<file path="src/rtl/mpadd_seq_pkg.sv">
// Shared definitions for the multi-precision add sequencer: state encoding
// and the byte-counter width helper.
package mpadd_seq_pkg;

    typedef enum logic {
        ST_RUN   = 1'b0,
        ST_CARRY = 1'b1
    } state_e;

    // Never returns zero so a one-byte limit still gets a real counter.
    function automatic int cnt_width(input int max_bytes);
        return (max_bytes > 1) ? $clog2(max_bytes) : 1;
    endfunction

endpackage

</file>
<file path="src/rtl/mpadd_seq_add8_c.sv">
// Shared 8-bit datapath adder with carry in and carry out; purely combinational.
module add8_c (
    input  logic [7:0] a,
    input  logic [7:0] b,
    input  logic       cin,
    output logic [7:0] sum,
    output logic       cout
);

    logic [8:0] full;

    assign full = {1'b0, a} + {1'b0, b} + {8'd0, cin};
    assign sum  = full[7:0];
    assign cout = full[8];

endmodule

</file>
<file path="src/rtl/mpadd_seq.sv">
// Byte-serial multi-precision adder sequencer: LSB-first operand stream in,
// sum stream out through a single registered output slot.
module mpadd_seq
    import mpadd_seq_pkg::*;
#(
    parameter int MAX_BYTES  = 8,
    parameter int EMIT_CARRY = 1
) (
    input  logic       clk,
    input  logic       rst_n,
    input  logic [7:0] in_a,
    input  logic [7:0] in_b,
    input  logic       in_valid,
    input  logic       in_last,
    output logic       in_ready,
    output logic [7:0] out_sum,
    output logic       out_valid,
    output logic       out_last,
    input  logic       out_ready,
    output logic       carry_out,
    output logic       len_err,
    output logic       busy
);

    localparam int CW = cnt_width(MAX_BYTES);
    localparam logic [CW-1:0] LAST_IDX = CW'(MAX_BYTES - 1);

    // Handshake rule for both streams: a beat transfers on the rising edge
    // where valid and ready are both high; valid never waits on ready.

    state_e        state_q, state_d;
    logic [CW-1:0] count_q, count_d;
    logic          carry_q, carry_d;
    logic [7:0]    out_sum_q, out_sum_d;
    logic          out_valid_q, out_valid_d;
    logic          out_last_q, out_last_d;
    logic          carry_out_q, carry_out_d;
    logic          len_err_q, len_err_d;

    logic [7:0]    add_sum;
    logic          add_cout;
    logic          slot_free;
    logic          accept;
    logic          at_limit;
    logic          final_byte;
    logic          truncate;

    add8_c u_add (
        .a    (in_a),
        .b    (in_b),
        .cin  (carry_q),
        .sum  (add_sum),
        .cout (add_cout)
    );

    assign slot_free  = !out_valid_q || out_ready;
    assign in_ready   = (state_q == ST_RUN) && slot_free;
    assign accept     = in_valid && in_ready;
    assign at_limit   = (count_q == LAST_IDX);
    assign final_byte = in_last || at_limit;
    assign truncate   = at_limit && !in_last;

    always_comb begin
        state_d     = state_q;
        count_d     = count_q;
        carry_d     = carry_q;
        out_sum_d   = out_sum_q;
        out_valid_d = out_valid_q;
        out_last_d  = out_last_q;
        carry_out_d = carry_out_q;
        len_err_d   = len_err_q;

        // Default drain; a load below overrides it in the same cycle.
        if (slot_free) begin
            out_valid_d = 1'b0;
            out_last_d  = 1'b0;
        end

        case (state_q)
            ST_RUN: begin
                if (accept) begin
                    out_sum_d   = add_sum;
                    out_valid_d = 1'b1;
                    out_last_d  = 1'b0;
                    carry_d     = add_cout;
                    count_d     = count_q + CW'(1);
                    if (count_q == '0) begin
                        len_err_d = 1'b0;
                    end
                    if (truncate) begin
                        len_err_d = 1'b1;
                    end
                    if (final_byte) begin
                        if (EMIT_CARRY != 0) begin
                            state_d = ST_CARRY;
                        end else begin
                            out_last_d  = 1'b1;
                            carry_out_d = add_cout;
                            carry_d     = 1'b0;
                            count_d     = '0;
                        end
                    end
                end
            end
            ST_CARRY: begin
                if (slot_free) begin
                    out_sum_d   = {7'd0, carry_q};
                    out_valid_d = 1'b1;
                    out_last_d  = 1'b1;
                    carry_out_d = carry_q;
                    carry_d     = 1'b0;
                    count_d     = '0;
                    state_d     = ST_RUN;
                end
            end
            default: begin
                state_d = ST_RUN;
            end
        endcase
    end

    always_ff @(posedge clk or negedge rst_n) begin
        if (!rst_n) begin
            state_q     <= ST_RUN;
            count_q     <= '0;
            carry_q     <= 1'b0;
            out_sum_q   <= 8'd0;
            out_valid_q <= 1'b0;
            out_last_q  <= 1'b0;
            carry_out_q <= 1'b0;
            len_err_q   <= 1'b0;
        end else begin
            state_q     <= state_d;
            count_q     <= count_d;
            carry_q     <= carry_d;
            out_sum_q   <= out_sum_d;
            out_valid_q <= out_valid_d;
            out_last_q  <= out_last_d;
            carry_out_q <= carry_out_d;
            len_err_q   <= len_err_d;
        end
    end

    assign out_sum   = out_sum_q;
    assign out_valid = out_valid_q;
    assign out_last  = out_last_q;
    assign carry_out = carry_out_q;
    assign len_err   = len_err_q;
    assign busy      = (count_q != '0) || (state_q == ST_CARRY) || out_valid_q;

endmodule

</file>
<file path="config.mk">
export PLATFORM = sky130hd
export DESIGN_NAME = mpadd_seq
export DESIGN_NICKNAME = d
export VERILOG_FILES = /design/src/rtl/mpadd_seq_pkg.sv /design/src/rtl/mpadd_seq_add8_c.sv /design/src/rtl/mpadd_seq.sv
export SDC_FILE = /design/constraint.sdc
export NUM_CORES = 1
export LEC_CHECK = 0
export ABC_AREA = 1
export CAP_MARGIN = 20
export CORE_MARGIN = 3
export CORE_UTILIZATION = 50
export CTS_CLUSTER_DIAMETER = 200
export CTS_CLUSTER_SIZE = 16
export DETAILED_ROUTE_END_ITERATION = 16
export GPL_TIMING_DRIVEN = 0
export HOLD_SLACK_MARGIN = 0.1
export PLACE_DENSITY = 0.85
export SLEW_MARGIN = 10
export SYNTH_ARGS = -nofsm -noshare
export SYNTH_HDL_FRONTEND = slang
export SYNTH_HIERARCHICAL = 1
export SYNTH_SLANG_ARGS = --single-unit
</file>
<file path="constraint.sdc">
create_clock -name clk -period 4.45 [get_ports clk]
set_input_delay 0.6675 -clock clk [delete_from_list [all_inputs] [get_ports clk]]
set_output_delay 0.6675 -clock clk [all_outputs]
set_load 0.01 [all_outputs]
</file>
==> impl_metrics.py, run 1 <==
metrics = {
    "synthesis": {
        "yosys_warnings": 6,
        "synth_area_um2": 1140,
        "synth.distinct_cells": 22,
        "syn_area_per_cell_um2": 7.82,
        "synth.yosys.seq_area_share_pct": 37.3,
        "synthCells": 146,
        "syn-num-nets": 179,
        "ys_ff_latch": 17,
    },
    "global_routing": {
        "grtUsageMet2_pct": 34.7,
        "grt_max_degree": 18,
        "gr-max-usage-layer": "met2",
        "grt_pass1_wl_um": 3710,
        "grtUsageMet3_pct": 2.22,
        "grt_overflow": 0,
        "antenna_found_initial": 0,
        "grt_use_total_pct": 17.3,
        "grt_pass1_vias": 955,
        "grt.met1_usage_pct": 18.2,
    },
    "floorplan": {
        "core_um2": 2060,
        "start_util_pct": 55.3,
        "pin_count": 35,
        "dieHeight_um": 53.8,
        "die_area_um2": 2890,
        "die_x_um": 53.8,
        "floorplan.rows": 16,
    },
    "route": {
        "first_iter_violations": 18,
        "antenna_left": 0,
        "routedWlPerCell_um": 10.1,
        "num_vias": 1007,
        "firstDrtPassIters": 4,
        "drc": 0,
        "drt_wl_total_um": 2120,
        "via_per_inst": 4.77,
    },
    "job": {
        "cap_violations": 0,
    },
    "cts": {
        "cts.sinks": 17,
        "root_buffer": "clkbuf_4",
        "cts.path.max_buffers": 2,
        "clk_pin_slew_ns": 0.10,
        "insertion_delay_ns": 0.28,
        "cts_setup_buffers": 0,
        "cts_tree": "done",
        "cts_hold_buf": 0,
        "numCtsBuffers": 3,
        "cts_max_level": 1,
        "cts_resized": 0,
    },
    "finish": {
        "drive_gt1_share_pct": 10.9,
        "final_area_um2": 1540,
        "nets": 218,
        "area_delta_synth_final_pct": 35.1,
        "antenna_cells": 0,
        "fillers": 158,
    },
    "setup_path": {
        "required_ns": 3.78,
        "crit_arrival_ns": 2.01,
        "critPathKind": "in2out",
        "crit_path_start_kind": "input pin",
        "path_max_fanout": 8,
        "cp-end-kind": "output pin",
    },
    "timing": {
        "rsz0062_at_grt": "no",
        "drv_slew": 0,
        "finalSetupViolations": 0,
        "slew-limit-headroom_pct": 49.1,
        "tns_ns": 0,
        "whs_ns": 0.484,
        "hold_viol": 0,
        "fin_crit_ns": 2.67,
        "skew_ns": 0.000841,
        "fmax_mhz": 374,
        "tightestPinTransition_ns": 0.761,
        "fin_crit_sh_pct": 60.1,
    },
    "min_path": {
        "hold_class": "reg2reg",
    },
    "power": {
        "ir_drop_mv": 0.247,
        "power_density_nw_per_um2": 351,
        "power.total_uw": 541,
        "leakagePower_nw": 0.815,
    },
    "placed_design": {
        "placed_area_um2": 1520,
        "globalplace.congestion": 0.785,
        "io_buffers": 34,
        "dp_hpwl_um": 1740,
    },
    "status": {
        "status": "completed",
    },
}
==> metal layers <==
layer,up-vias,share of wire (%)
met4,0,0.89
met1,451,44
met2,29,49
met3,2,5.6
met5,-,0
li1,525,-
==> sequential cells by signal (all words and copies together) (netlist names) <==
| signal | count |
|---|---|
| carry_q | 1 |
| out_last | 1 |
| len_err | 1 |
| out_valid | 1 |
| carry_out | 1 |
| out_sum | 8 |
| count_q | 3 |
| state_q | 1 |
==> cells in the final DEF (no fill, tap or decap), drive strengths merged, types with 3 or more instances in the layout <==
cell type,synthesis,layout
nand2,67,67
inv,18,18
ha,10,10
o21ai,6,6
dfrtp,17,17
nand3,5,5
clkdlybuf4s50,0,34
a21oi,3,3
clkbuf,0,4
nor2,7,7
==> cells by family (layout without fill, tap and decap cells) <==
logic type,Yosys count,after routing,synth area share (%)
AO/OA/AOI/OAI,10,10,4.82
flip-flops,17,17,37.3
adder cells (fa/ha/maj),12,12,14.5
AND/OR/NAND/NOR,84,84,33.2
buffers and inverters,20,58,7.89
XOR/XNOR,3,3,2.30
==> worst paths after layout <==
check / end / from / slack [ns] / cells after the start
hold / removal: out_sum[7]$_DFFE_PN0P_ / out_sum[7]$_DFFE_PN0P_ / 0.48 / 2
max in group asynchronous: count_q[1]$_DFFE_PN0P_ / rst_n / 3.15 / 1
setup reg to reg: carry_q$_DFFE_PN0P_ / carry_q$_DFFE_PN0P_ / 2.54 / 10
setup / recovery: in_ready / out_ready / 1.78 / 6
min in group asynchronous: out_sum[1]$_DFFE_PN0P_ / rst_n / 0.83 / 1
hold reg to reg: out_sum[7]$_DFFE_PN0P_ / out_sum[7]$_DFFE_PN0P_ / 0.48 / 2
==> synth_stat cells, drive strengths merged <==
cell type | number | share of area (%)
fa | 2 | 3.5
buf | 2 | 2.0
o21ai | 6 | 3.0
or2 | 2 | 1.5
dfrtp | 17 | 37
nand3 | 5 | 3.1
xnor2 | 2 | 1.5
a21oi | 3 | 1.3
inv | 18 | 5.9
xor2 | 1 | 0.77
o22ai | 1 | 0.55
nand3b | 2 | 2.4
nand2 | 67 | 23
nand4 | 1 | 0.55
nor2 | 7 | 2.5
ha | 10 | 11
==> stage by stage <==
step,setup WS (ns),util (%),std cells
after floorplan,2.34,-,146
after global placement,1.81,73.5,207
after detailed placement,1.78,73.5,207
after CTS,1.78,74.8,211
after global routing,1.73,74.8,211
final,1.78,74.8,211
==> worst max-delay path: stages <==
cell and delay [ns]:
clkdlybuf4s50_1 0.47, inv_1 0.05, nand2_2 0.14, nand2_1 0.10, inv_1 0.06, clkdlybuf4s50_1 0.52
==> layout make-up <==
cell class / count / area [um^2] / area share (%)
clock buffers: 4 / 26.3 / 1.70
repair buffers: 34 / 340 / 22.1
multi-input cells: 109 / 626 / 40.6
flip-flops and latches: 17 / 425 / 27.6
inverters: 18 / 67.6 / 4.38
well taps: 27 / 33.8 / 2.19
plain buffers: 2 / 22.5 / 1.46
==> power by group <==
group	total, mW	switching (mW)	internal (mW)
combinational	0.239	0.113	0.126
sequential	0.222	0.0272	0.195
clock	0.0804	0.0457	0.0347
Note: power is estimated with default switching activity, not from simulation.
==> run 2, diff against run 1 <==
CORE_UTILIZATION = 42   (was 50)
PLACE_DENSITY = 0.76   (was 0.85)
clock period = 2.4 ns   (was 4.45 ns; I/O delays follow)
==> impl_metrics.py, run 2 (synthesized netlist as in run 1, its figures left out) <==
metrics = {
    "placed_design": {
        "post-place-ws_ns": -0.0163,
        "globalplace.congestion": 0.782,
        "dp_cells": 210,
        "dp_hpwl_um": 1930,
        "io_buffers": 34,
    },
    "global_routing": {
        "antenna_found_initial": 0,
        "grt_max_degree": 18,
        "grt_use_total_pct": 15.5,
        "grt_pass1_vias": 1050,
        "grt_overflow": 0,
        "grt_pass1_wl_um": 4200,
    },
    "route": {
        "routedWlPerCell_um": 10.7,
        "antenna_left": 0,
        "num_vias": 1033,
        "via_per_inst": 4.83,
        "drt_wl_total_um": 2300,
        "drc": 0,
        "firstDrtPassIters": 4,
        "first_iter_violations": 25,
    },
    "setup_path": {
        "path_max_fanout": 2,
        "startpoint": "in_a[0]",
        "crit_arrival_ns": 2.28,
        "cp-end-kind": "register",
        "critPathKind": "in2reg",
        "r2r_start": "carry_q$_DFFE_PN0P_",
        "crit_path_start_kind": "input pin",
        "required_ns": 2.58,
    },
    "job": {
        "cap_violations": 0,
    },
    "power": {
        "ir_drop_mv": 0.417,
        "power_density_nw_per_um2": 656,
        "share_comb_of_total_power_pct": 44.0,
        "internal_power_uw": 660,
        "p_switching_uw": 353,
        "p_seq_share_pct": 41.1,
        "power.total_mw": 1.01,
        "leakagePower_nw": 0.815,
        "switching_share_pct": 34.8,
        "clock_power_share_pct": 14.8,
    },
    "timing": {
        "finalSetupViolations": 0,
        "slew-limit-headroom_pct": 49.8,
        "fin_crit_sh_pct": 87.2,
        "fin_crit_ns": 2.09,
        "hold_viol": 0,
        "layout_setup_ws_ns": 0.308,
        "fmax_mhz": 478,
        "rsz0062_at_grt": "no",
        "tightestPinTransition_ns": 0.750,
        "drv_slew": 0,
        "whs_ns": 0.494,
        "skew_ns": 0.00354,
    },
    "cts": {
        "cts_hold_buf": 0,
        "clk_pin_slew_ns": 0.10,
        "cts_tree": "done",
        "cts_setup_buffers": 0,
        "cts.sinks": 17,
        "cts_max_level": 1,
        "insertion_delay_ns": 0.28,
        "numCtsBuffers": 3,
        "cts_resized": 0,
        "cts.path.max_buffers": 2,
        "root_buffer": "clkbuf_4",
    },
    "finish": {
        "largest_reg_flops": 8,
        "drive_gt1_share_pct": 10.9,
        "final_cell_mix": "nand2_1 (62), clkdlybuf4s50_1 (34), dfrtp_1 (17)",
        "fillers": 252,
        "area_delta_synth_final_pct": 35.4,
        "final_common_cell": "nand2_1",
        "antenna_cells": 0,
        "nets": 218,
        "multi_input_area_um2": 626,
        "seqCellArea_um2": 425,
        "layoutNonFillerInstCount": 214,
    },
    "floorplan": {
        "start_util_pct": 45.2,
        "die_x_um": 58.1,
        "floorplan.rows": 18,
        "pin_count": 35,
        "core_um2": 2520,
        "die_area_um2": 3380,
        "dieHeight_um": 58.1,
    },
    "min_path": {
        "hold_class": "reg2reg",
        "min_from": "out_sum[3]$_DFFE_PN0P_",
    },
    "status": {
        "status": "completed",
    },
}
run 2: cell counts in the layout (fill, tap and decap cells not counted):
No cell type changed its count.
run 2: path summary, 6_finish.rpt:
check	to	slack [ns]	cells past startpoint
setup / recovery	carry_q$_DFFE_PN0P_	0.31	11
hold / removal	out_sum[3]$_DFFE_PN0P_	0.49	2
setup reg to reg	carry_q$_DFFE_PN0P_	0.43	10
hold reg to reg	out_sum[3]$_DFFE_PN0P_	0.49	2
max in group asynchronous	out_sum[0]$_DFFE_PN0P_	1.42	1
min in group asynchronous	len_err$_DFFE_PN0P_	0.51	1
run 2: through the flow:
stage                     setup TNS, ns  instance area [um^2]  util (%)
final                                 0                  1550      61.3
after global routing                  0                  1550      61.3
after CTS                             0                  1550      61.3
after detailed placement        -0.0163                  1520      60.2
after global placement                0                  1520      60.2
after floorplan                       0                  1140         -
run 2: power groups by stage:
stage,combinational (mW),clock [mW],sequential (mW)
2_1_floorplan,0.224,0,0.437
3_3_place_gp,0.438,0,0.418
3_5_place_dp,0.453,0,0.424
4_1_cts,0.456,0.156,0.417
5_1_grt,0.511,0.167,0.428
6_report,0.446,0.150,0.417
run 2: area by class of cell:
| class | instances | share of cell area [%] |
|---|---|---|
| multi-input combinational | 109 | 40.5 |
| sequential | 17 | 27.5 |
| timing repair buffer | 34 | 22.0 |
| inverter | 18 | 4.37 |
| tap | 30 | 2.43 |
| clock buffer | 4 | 1.70 |
| buffer | 2 | 1.46 |
run 2: worst max-delay path, cell delays in order:
cell	delay, ns
clkdlybuf4s50_1	0.43
fa_1	0.48
fa_1	0.42
nand2_1	0.08
nand2_1	0.10
nand3b_4	0.10
nand2_1	0.07
nand2_1	0.06
nand2_1	0.06
nand2_1	0.07
nand2_1	0.05
run 2: metal layers:
metal	track usage [%]	part of all wire, %	vias to the layer above
li1	-	-	532
met1	17.5	41	472
met2	30.0	53	29
met3	2.00	5.7	0
met4	4.30	0	0
met5	0	0	-
==> run 3, diff against run 2 <==
CORE_MARGIN = 2   (was 3)
HOLD_SLACK_MARGIN = not set   (was 0.1)
==> impl_metrics.py, run 3 (synthesized netlist as in run 1, its figures left out) <==
metrics = {
    "placed_design": {
        "io_buffers": 34,
        "post-place-ws_ns": -0.00621,
        "dp_hpwl_um": 1800,
        "globalplace.congestion": 0.773,
    },
    "floorplan": {
        "floorplan.rows": 18,
        "core_um2": 2520,
        "start_util_pct": 45.2,
        "die_x_um": 56.1,
        "dieHeight_um": 56.1,
        "die_area_um2": 3150,
        "pin_count": 35,
    },
    "power": {
        "ir_drop_mv": 0.369,
        "power.total_mw": 1.01,
        "power_density_nw_per_um2": 653,
        "leakagePower_nw": 0.815,
    },
    "global_routing": {
        "grt_overflow": 0,
        "grt_pass1_vias": 985,
        "antenna_found_initial": 0,
        "grt_pass1_wl_um": 3920,
        "grt_use_total_pct": 15.2,
        "grt_max_degree": 18,
    },
    "timing": {
        "rsz0062_at_grt": "no",
        "tightestPinTransition_ns": 0.750,
        "skew_ns": 0.00452,
        "finalSetupViolations": 0,
        "drv_slew": 0,
        "slew-limit-headroom_pct": 49.8,
        "fin_crit_sh_pct": 87.9,
        "layout_setup_ws_ns": 0.290,
        "fin_crit_ns": 2.11,
        "fmax_mhz": 474,
        "hold_viol": 0,
    },
    "setup_path": {
        "required_ns": 2.58,
        "r2r_start": "carry_q$_DFFE_PN0P_",
        "reg2reg_to": "carry_q$_DFFE_PN0P_",
        "cp-end-kind": "register",
        "path_max_fanout": 2,
        "critPathKind": "in2reg",
        "r2r_cells": 10,
        "crit_path_start_kind": "input pin",
        "regToRegSetupSlack_ns": 0.43,
        "crit_arrival_ns": 2.29,
    },
    "finish": {
        "nets": 218,
        "largest_reg_flops": 8,
        "area_delta_synth_final_pct": 35.4,
        "final_common_cell": "nand2_1",
        "antenna_cells": 0,
        "drive_gt1_share_pct": 10.9,
        "final_cell_mix": "nand2_1 (62), clkdlybuf4s50_1 (34), dfrtp_1 (17)",
        "fillers": 257,
    },
    "cts": {
        "cts_max_level": 1,
        "root_buffer": "clkbuf_4",
        "cts.sinks": 17,
        "cts_resized": 0,
        "clk_pin_slew_ns": 0.10,
        "insertion_delay_ns": 0.28,
        "numCtsBuffers": 3,
        "cts.path.max_buffers": 2,
        "cts_setup_buffers": 0,
        "cts_tree": "done",
        "cts_hold_buf": 0,
    },
    "route": {
        "routedWlPerCell_um": 10.1,
        "antenna_left": 0,
        "via_per_inst": 4.66,
        "drc": 0,
        "first_iter_violations": 7,
        "num_vias": 998,
        "drt_wl_total_um": 2170,
        "firstDrtPassIters": 4,
    },
    "job": {
        "cap_violations": 0,
    },
    "min_path": {
        "hold_depth": 2,
        "min_to": "out_sum[7]$_DFFE_PN0P_",
        "hold_class": "reg2reg",
        "min_from": "out_sum[7]$_DFFE_PN0P_",
    },
    "status": {
        "status": "completed",
    },
}
## run 3: cell counts in the layout (fill, tap and decap cells not counted)
Identical to the previous run, type by type.
## run 3: final cells by class
cell class / instances / area [um^2] / area share (%)
inverter: 18 / 67.6 / 4.37
sequential: 17 / 425 / 27.5
tap: 30 / 37.5 / 2.43
clock buffer: 4 / 26.3 / 1.70
buffer: 2 / 22.5 / 1.46
timing repair buffer: 34 / 340 / 22.0
multi-input combinational: 109 / 626 / 40.5
## run 3: worst max-delay path, stage by stage
cell and delay, ns:
clkdlybuf4s50_1 0.43, fa_1 0.49, fa_1 0.43, nand2_1 0.08
nand2_1 0.10, nand3b_4 0.10, nand2_1 0.07, nand2_1 0.07
nand2_1 0.05, nand2_1 0.07, nand2_1 0.04
## run 3: how the worst max path moves through the flow
stage	startpoint	endpoint	slack, ns	cells past startpoint
floorplan	in_a[0]	carry_q$_DFFE_PN0P_	0.60	10
global placement	in_a[0]	carry_q$_DFFE_PN0P_	0.04	11
detailed placement	in_a[0]	carry_q$_DFFE_PN0P_	-0.006	11
CTS	in_a[0]	carry_q$_DFFE_PN0P_	0.30	11
global route	in_a[0]	carry_q$_DFFE_PN0P_	0.19	11
finish	in_a[0]	carry_q$_DFFE_PN0P_	0.29	11
## run 3: metrics by stage
stage | setup TNS, ns | hold WS, ns | area (um^2) | std cells | util, %
2_1_floorplan | 0 | 0.0644 | 1140 | 146 | -
3_3_place_gp | 0 | 0.461 | 1520 | 210 | 60.2
3_5_place_dp | -0.00621 | 0.469 | 1520 | 210 | 60.2
4_1_cts | 0 | 0.494 | 1550 | 214 | 61.3
5_1_grt | 0 | 0.520 | 1550 | 214 | 61.3
6_report | 0 | 0.488 | 1550 | 214 | 61.3
## run 3: report_power, final
part           switching, mW  leakage [nW]  internal, mW
combinational          0.208         0.582         0.234
clock                 0.0856        0.0150        0.0644
sequential            0.0548         0.217         0.362
total                  0.349         0.815         0.660
## run 3: metal layers
metal  GRT usage [%]  up-vias  part of all wire, %
met4            3.06        0                    0
met2            28.9       30                   50
li1                -      529                    -
met1            17.7      439                   45
met3            2.33        0                  5.3
met5               0        -                    0
